`src/rtl/lcd_mode_scheduler.sv`:
```
// lcd_mode_scheduler: HD44780 power-on init plus a continuous 32-character
// refresh, with frame-aligned mode switching and one-shot key routing.
module lcd_mode_scheduler #(
    parameter int N_MODES   = 4,
    parameter int FETCH_CYC = 3,
    parameter int EN_CYC    = 12,
    parameter int CMD_CYC   = 2000,
    parameter int CLR_CYC   = 80000
) (
    input  logic                 clk,
    input  logic                 rst,
    input  logic                 mode_key,
    input  logic [3:0]           sw_in,
    input  logic [8*N_MODES-1:0] char_bus,
    output logic [4:0]           index,
    output logic [1:0]           mode_sel,
    output logic [4*N_MODES-1:0] sw_route,
    output logic                 lcd_rs,
    output logic                 lcd_rw,
    output logic                 lcd_e,
    output logic [7:0]           lcd_data,
    output logic                 init_done,
    output logic                 frame_done
);
    localparam int M1   = (CLR_CYC > CMD_CYC) ? CLR_CYC : CMD_CYC;
    localparam int M2   = (EN_CYC > FETCH_CYC) ? EN_CYC : FETCH_CYC;
    localparam int MAXC = (M1 > M2) ? M1 : M2;
    localparam int CW   = $clog2(MAXC + 1);

    typedef enum logic [2:0] {
        S_INIT, S_FETCH, S_SETUP, S_EN, S_HOLD, S_WAIT
    } state_t;

    typedef enum logic [1:0] {
        SRC_INIT, SRC_ADDR, SRC_DATA
    } src_t;

    state_t               state, state_nx;
    src_t                 src, src_nx;
    logic [CW-1:0]        cnt, cnt_nx, lim;
    logic [1:0]           step, step_nx, msel_nx;
    logic [4:0]           idx_nx;
    logic [7:0]           data_nx;
    logic                 rs_nx, e_nx, done_nx, frame_nx;
    logic                 pend, pend_nx, key_prev, key_edge, last;
    logic [3:0]           sw_prev;
    logic [4*N_MODES-1:0] route_nx;

    assign lcd_rw   = 1'b0;
    assign key_edge = mode_key & ~key_prev & init_done;
    assign last     = (cnt == lim - CW'(1));

    always_comb begin
        lim = CW'(EN_CYC);
        unique case (state)
            S_FETCH: lim = CW'(FETCH_CYC);
            S_WAIT:  lim = (src == SRC_INIT && step == 2'd2) ?
                           CW'(CLR_CYC) : CW'(CMD_CYC);
            default: ;
        endcase
    end

    always_comb begin
        state_nx = state;
        cnt_nx   = last ? '0 : cnt + CW'(1);
        src_nx   = src;
        step_nx  = step;
        idx_nx   = index;
        data_nx  = lcd_data;
        rs_nx    = lcd_rs;
        e_nx     = lcd_e;
        done_nx  = init_done;
        frame_nx = 1'b0;
        msel_nx  = mode_sel;
        pend_nx  = pend | key_edge;
        route_nx = '0;
        if (sw_in != 4'd0 && sw_prev == 4'd0)
            route_nx[4*mode_sel +: 4] = sw_in;
        unique case (state)
            S_INIT: begin
                state_nx = S_SETUP;
                cnt_nx   = '0;
                src_nx   = SRC_INIT;
                step_nx  = 2'd0;
                data_nx  = 8'h38;
                rs_nx    = 1'b0;
            end
            S_FETCH: if (last) begin
                state_nx = S_SETUP;
                src_nx   = SRC_DATA;
                data_nx  = char_bus[8*mode_sel +: 8];
                rs_nx    = 1'b1;
            end
            S_SETUP: if (last) begin
                state_nx = S_EN;
                e_nx     = 1'b1;
            end
            S_EN: if (last) begin
                state_nx = S_HOLD;
                e_nx     = 1'b0;
            end
            S_HOLD: if (last) state_nx = S_WAIT;
            S_WAIT: if (last) begin
                // dispatch happens here so ADDR/NEXT cost no extra clocks
                state_nx = S_SETUP;
                unique case (src)
                    SRC_INIT: begin
                        rs_nx   = 1'b0;
                        step_nx = step + 2'd1;
                        unique case (step)
                            2'd0: data_nx = 8'h0C;
                            2'd1: data_nx = 8'h01;
                            2'd2: data_nx = 8'h06;
                            default: begin
                                done_nx = 1'b1;
                                src_nx  = SRC_ADDR;
                                data_nx = 8'h80;
                            end
                        endcase
                    end
                    SRC_ADDR: state_nx = S_FETCH;
                    default: begin
                        unique case (1'b1)
                            (index == 5'd31): begin
                                frame_nx = 1'b1;
                                idx_nx   = 5'd0;
                                src_nx   = SRC_ADDR;
                                data_nx  = 8'h80;
                                rs_nx    = 1'b0;
                                if (pend) begin
                                    msel_nx = (mode_sel == 2'(N_MODES - 1)) ?
                                              2'd0 : mode_sel + 2'd1;
                                    pend_nx = key_edge;
                                end
                            end
                            (index == 5'd15): begin
                                idx_nx  = 5'd16;
                                src_nx  = SRC_ADDR;
                                data_nx = 8'hC0;
                                rs_nx   = 1'b0;
                            end
                            default: begin
                                idx_nx   = index + 5'd1;
                                state_nx = S_FETCH;
                            end
                        endcase
                    end
                endcase
            end
            default: state_nx = S_INIT;
        endcase
    end

    always_ff @(posedge clk or negedge rst) begin
        if (!rst) begin
            state      <= S_INIT;
            src        <= SRC_INIT;
            cnt        <= '0;
            step       <= 2'd0;
            index      <= 5'd0;
            mode_sel   <= 2'd0;
            sw_route   <= '0;
            lcd_rs     <= 1'b0;
            lcd_e      <= 1'b0;
            lcd_data   <= 8'd0;
            init_done  <= 1'b0;
            frame_done <= 1'b0;
            pend       <= 1'b0;
            key_prev   <= 1'b0;
            sw_prev    <= 4'd0;
        end else begin
            state      <= state_nx;
            src        <= src_nx;
            cnt        <= cnt_nx;
            step       <= step_nx;
            index      <= idx_nx;
            mode_sel   <= msel_nx;
            sw_route   <= route_nx;
            lcd_rs     <= rs_nx;
            lcd_e      <= e_nx;
            lcd_data   <= data_nx;
            init_done  <= done_nx;
            frame_done <= frame_nx;
            pend       <= pend_nx;
            key_prev   <= mode_key;
            sw_prev    <= sw_in;
        end
    end
endmodule

```
`config.mk`:
```
export PLATFORM = sky130hd
export DESIGN_NAME = lcd_mode_scheduler
export DESIGN_NICKNAME = d
export VERILOG_FILES = /design/src/rtl/lcd_mode_scheduler.sv
export SDC_FILE = /design/constraint.sdc
export NUM_CORES = 1
export LEC_CHECK = 0
export CAP_MARGIN = 5
export CELL_PAD_IN_SITES_DETAIL_PLACEMENT = 0
export CELL_PAD_IN_SITES_GLOBAL_PLACEMENT = 1
export CORE_UTILIZATION = 43
export CTS_CLUSTER_DIAMETER = 100
export DETAILED_ROUTE_END_ITERATION = 16
export PLACE_DENSITY = 0.89
export SLEW_MARGIN = 20
export SYNTH_ARGS = -nofsm -noshare
export SYNTH_HDL_FRONTEND = slang
export SYNTH_SLANG_ARGS = --single-unit
export TNS_END_PERCENT = 1
```
`constraint.sdc`:
```
create_clock -name clk -period 6.6 [get_ports clk]
set_clock_uncertainty 0.05 [all_clocks]
set_input_delay 0.66 -clock clk [delete_from_list [all_inputs] [get_ports clk]]
set_output_delay 0.66 -clock clk [all_outputs]
set_load 0.05 [all_outputs]
```
== After elaboration in Yosys (flattened, before gate mapping) ==
Cells that the tools add are included.
Storage, ports and cells
  bits in registers: 65
  input port bits: 39
  word-level logic and storage cells: 121
  output and inout bits: 36
Cells by class
  equality and inequality tests: 22
  mux-type cells: 46
  $add $sub $neg: 6
  shift operators: 3
  bitwise gates (word level): 7
  reductions and logical operators: 22
Operators by type and width (count)
  $mux W17: 3
  $pmux W8 S3: 2
  $neg A4 Y34: 1
  $pmux W17 S2: 1
  $shift A4 B34 Y16 const A: 1
  $shiftx A4 B34 Y16: 1
  $pmux W8 S2: 2
  $shiftx A32 B6 Y8: 1
  $reduce_and A5 Y1: 4
  $pmux W3 S6: 1
  $add A17 B1 Y17 const B: 1
  $eq A17 B17 Y1: 1
  $sub A17 B1 Y17 const B: 1
  $and A16 B16 Y16: 1
  $mux W16: 1
  $mux W2: 8
  $mux W8: 2
  $mux W3: 5
  $ne A2 B2 Y1 const B: 7
  $mux W1: 13
  $pmux W2 S2: 3
  $pmux W5 S2: 1
  $reduce_and A3 Y1: 3
  $eq A3 B2 Y1 const B: 2
  27 further kinds: 40

== Longest topological paths before layout ==
  word-level depth: 9
  mapped depth: 9
  depth with buffers taken out: 8

== Least setup slack after synthesis ==
No wires, ideal clock.
  path kind: reg2reg
  from: register index[0]
  to: register lcd_data[0]
  library setup time: 0.127 ns
  buffers on the path: 0
  required time: 6.423 ns
  clock period less this slack: 2.797 ns
  arrival time: 2.620 ns
  path slack: 3.803 ns
  cell stages (with the launch flop): 8
  path through: dfrtp_1 ha_1 and3_1 ha_1 or3b_2 a31oi_1 o41ai_4 mux2_1
On the way
  longest elaborated chain between the ends: 3
  elaborated cells between the ends (all ways): 4
  those cells by class: eq/ne: 3; reduce/logical: 1
RTL lines
  from (decl): RTL line 15  | output logic [4:0] index,
  from (signal assigned): RTL line 176  | index <= idx_nx;
  $eq A5 B5 Y1 / $eq A5 B4 Y1 (equally long branches): RTL line 124, 136
  $ne A4 B4 Y1 (no source line) (*)
  $reduce_and A5 Y1 (no source line) (*)
  to (signal assigned): RTL line 181  | lcd_data <= data_nx;
  to (decl): RTL line 21  | output logic [7:0] lcd_data,
Mark *: on every way between the ends. The rest lies on a longest branch, timed or not.
A chain may end at the register's enable or synchronous reset.

== Worst setup path after layout ==
  from: register step[0]
  to: register state[1]
On the way
  longest elaborated chain between the ends: 8
  elaborated cells between the ends (all ways): 12
  those cells by class: add/sub: 1; eq/ne: 7; mux: 2; reduce/logical: 2
RTL lines
  from (decl): RTL line 41  | logic [1:0] step, step_nx, msel_nx;
  from (signal assigned): RTL line 175  | step <= step_nx;
  $eq A2 B2 Y1 (*): RTL line 57  | S_WAIT: lim = (src == SRC_INIT && step == 2'd2) ?
  $logic_and A1 B1 Y1 (*): RTL line 57
  $mux W17 (*): RTL line 57
  $pmux W17 S2 (*): RTL line 55  | unique case (state)
  $sub A17 B1 Y17 (*): RTL line 51  | assign last = (cnt == lim - CW'(1));
  $eq A17 B17 Y1 (*): RTL line 51
  $ne A2 B2 Y1 (no source line)
  $reduce_and A5 Y1 (no source line) (*)
  to (signal assigned): RTL line 172  | state <= state_nx;
  to (decl): RTL line 38  | state_t state, state_nx;
Marked as above.

==> results.py <==
metrics = {
    "status": {
        "status": "finished, final reports clean",
    },
    "layout": {
        "drive_above_1_share": 0.117,
        "finalNetCount": 453,
        "area_delta_synth_final_pct": 28.3,
        "n_fill_cell": 702,
        "n_antenna_cell": 0,
    },
    "global_route": {
        "grt-busiest-layer": "met2",
        "grt-ovfl-total": 0,
        "grt.total_usage": 0.202,
        "grt_pass1_vias": 2822,
        "met1_usage": 0.280,
        "grt_use_met2": 0.295,
        "antenna_found_initial": 0,
        "grt.met3_usage": 0.0583,
        "grt_pass1_wl_um": 13600,
        "grt_max_degree": 66,
    },
    "setup_path": {
        "worstPathMaxFanout": 10,
        "reg2reg_from": "step[0]$_DFFE_PN0P_",
        "critPathCaptureType": "flop",
        "cp.arrival_ns": 3.34,
        "timing.rr.end": "state[1]$_DFFE_PN0P_",
        "r2r_slack_ns": 3.45,
        "critPathLaunchType": "flop",
        "crit_required_ns": 6.79,
        "criticalPathCategory": "reg2reg",
        "reg2reg_depth": 8,
    },
    "clocking": {
        "cts_sinks": 65,
        "cts_root_buffer": "clkbuf_8",
        "cts_buffer_depth": 2,
        "hold_buffers": 0,
        "post-cts-setup-buffer-count": 0,
        "cts_buffers": 9,
        "clock_latency_ns": 0.35,
        "cts_repair_resize_count": 0,
        "cts_tree": "yes",
        "clkTransAtPathRegs_ns": 0.08,
        "htree_levels": 3,
    },
    "routing": {
        "drcViolationCount": 0,
        "drt_iter0_drc": 141,
        "ant_nets": 0,
        "wl_um": 7820,
        "vias": 2770,
        "wl_per_cell_um": 15.5,
        "viasPerCell": 5.49,
        "dr.pass1.iters": 4,
    },
    "synth": {
        "ys_warn_count": 0,
        "synth_compound_area_frac": 0.0971,
        "syn-cell-area_um2": 3540,
        "async_flop_share": 1.00,
        "muxShareOfSynthArea": 0.0875,
        "yosys.area_share.simple": 0.226,
        "synth_top_family_by_area": "simple AND/OR/NAND/NOR gates",
        "yosys.area_share.adder": 0.0565,
        "synth_cell_type_count": 63,
        "yosysSeqAreaShare": 0.459,
        "synth_fp_nets": 381,
        "synth-xor-area-share": 0.0346,
        "syn_inst": 326,
        "synth-edff-count": 0,
        "avgSynthCellArea_um2": 10.9,
        "ys_seq_elements": 65,
        "ys.flop_type": "dfrtp_1",
    },
    "timing": {
        "min_period_ns": 3.15,
        "worstMarginPinSlew_ns": 1.10,
        "drv_slew": 0,
        "rsz0062_at_grt": "no",
        "timing.final.hold_violations": 0,
        "fin_crit_sh": 0.477,
        "clock.fmax_ghz": 0.318,
        "whs_ns": 0.433,
        "finalSetupTns_ns": 0,
        "finalSetupViolations": 0,
        "slew_headroom": 0.269,
    },
    "floorplanning": {
        "initial_core_util": 0.452,
        "dieWidth_um": 92.8,
        "std_cell_rows": 32,
        "fp.dieH_um": 92.8,
        "dieArea_um2": 8610,
        "core-area_um2": 7850,
        "ios": 75,
    },
    "pwr": {
        "totalPowerFinal_mw": 0.797,
        "powerDensity_nw_per_um2": 175,
        "p_leak_nw": 1.97,
        "ir_worst_vdd_uv": 114,
    },
    "worst_hold_path": {
        "hold_class": "in2async",
    },
    "placed_design": {
        "io_buffers": 73,
        "gp_congestion": 0.841,
        "hpwlAfterDp_um": 5630,
    },
    "flow_run": {
        "max_cap_viol_count": 0,
    },
}
cell usage after synthesis (4+ instances only):
cell type / n / area (µm²)
mux2_1: 4 / 45.0
nor2_1: 21 / 78.8
mux2i_1: 4 / 40.0
or4_1: 7 / 52.6
xnor2_1: 5 / 43.8
mux2_2: 4 / 45.0
dfrtp_1: 65 / 1630
and2_1: 17 / 106
nand4_1: 7 / 43.8
mux4_2: 8 / 180
buf_2: 4 / 20.0
o21ai_0: 9 / 45.0
nand3b_1: 4 / 30.0
xor2_1: 9 / 78.8
nand2_1: 25 / 93.8
inv_1: 14 / 52.6
ha_1: 16 / 200
clkbuf_1: 7 / 26.3
nand3_1: 9 / 45.0
nor3_1: 21 / 105
nor4_1: 6 / 37.5
report_power, final:
part	switching, mW	total [mW]	internal (mW)
registers	0.000537	0.400	0.400
clock network	0.176	0.357	0.182
logic	0.0159	0.0397	0.0238
flip-flops by register name, summed over array words and instances (netlist names):
register and flops:
key_prev 1, lcd_rs 1, cnt 17, lcd_e 1, src 2, sw_route 16
pend 1, sw_prev 4, mode_sel 2, frame_done 1, lcd_data 8, step 2
index 5, state 3, init_done 1
final cells by class:
type | count | area (µm²) | share of cell area
repair buffers | 76 | 748 | 0.164
clock buffers | 9 | 124 | 0.0272
flip-flops and latches | 65 | 1630 | 0.358
well taps | 102 | 128 | 0.0281
clock inverters | 7 | 82.6 | 0.0182
inverters | 14 | 52.6 | 0.0116
multi-input cells | 232 | 1790 | 0.393
cell families (layout without fill, tap and decap cells):
family | count (synthesis) | after routing
fa+ha+maj | 16 | 16
buf+inv | 29 | 106
simple gates | 140 | 140
flops | 65 | 65
mux | 20 | 20
xor+xnor | 14 | 14
compound gates | 41 | 41
other cells | 1 | 1
layout by cell type, fill, tap and decap left out, types with 4 or more instances in the layout:
cell type and n:
nand2_1 25, mux4_2 8, ha_1 16, or4_1 7, dfrtp_1 65, xnor2_1 5
nand3_1 9, inv_6 5, nand3b_1 4, nor3_1 20, nor4_1 6, mux2_2 4
clkbuf_8 9, xor2_1 9, nor2_1 21, inv_1 14, mux2_1 4, nand4_1 7
o21ai_0 9, clkdlybuf4s50_1 72, and2_1 17, mux2i_1 4
how the worst max path moves through the flow:
stage | startpoint | end | slack [ns] | cells past startpoint
2_1_floorplan | index[0]$_DFFE_PN0P_ | lcd_data[0]$_DFFE_PN0P_ | 3.80 | 7
3_3_place_gp | step[0]$_DFFE_PN0P_ | state[1]$_DFFE_PN0P_ | 3.60 | 7
3_5_place_dp | step[0]$_DFFE_PN0P_ | lcd_data[5]$_DFFE_PN0P_ | 3.40 | 7
4_1_cts | step[0]$_DFFE_PN0P_ | lcd_data[5]$_DFFE_PN0P_ | 3.42 | 7
5_1_grt | step[0]$_DFFE_PN0P_ | lcd_data[5]$_DFFE_PN0P_ | 3.25 | 8
6_report | step[0]$_DFFE_PN0P_ | state[1]$_DFFE_PN0P_ | 3.45 | 8
metrics by stage:
stage               setup slack [ns]  utilization  instance area, µm²  instances
floorplan                       3.80            -                3540        326
CTS                             3.42        0.579                4540        504
global route                    3.25        0.580                4550        505
detailed placement              3.40        0.552                4340        488
global placement                3.60        0.552                4340        488
finish                          3.45        0.580                4550        505
worst max-delay path, stage by stage, from the launching register on:
cell	delay (ns)
dfrtp_1	0.41
inv_1	0.16
ha_1	0.24
or3b_1	0.38
nor4_1	0.43
o22ai_1	0.31
buf_4	0.25
or2_0	0.40
a311o_1	0.43
routing by layer:
| metal | vias up | part of all wire |
|---|---|---|
| met2 | 92 | 0.46 |
| met1 | 1327 | 0.45 |
| li1 | 1335 | - |
| met3 | 16 | 0.073 |
| met5 | - | 0 |
| met4 | 0 | 0.020 |
Power figures use the tool's default switching activity.
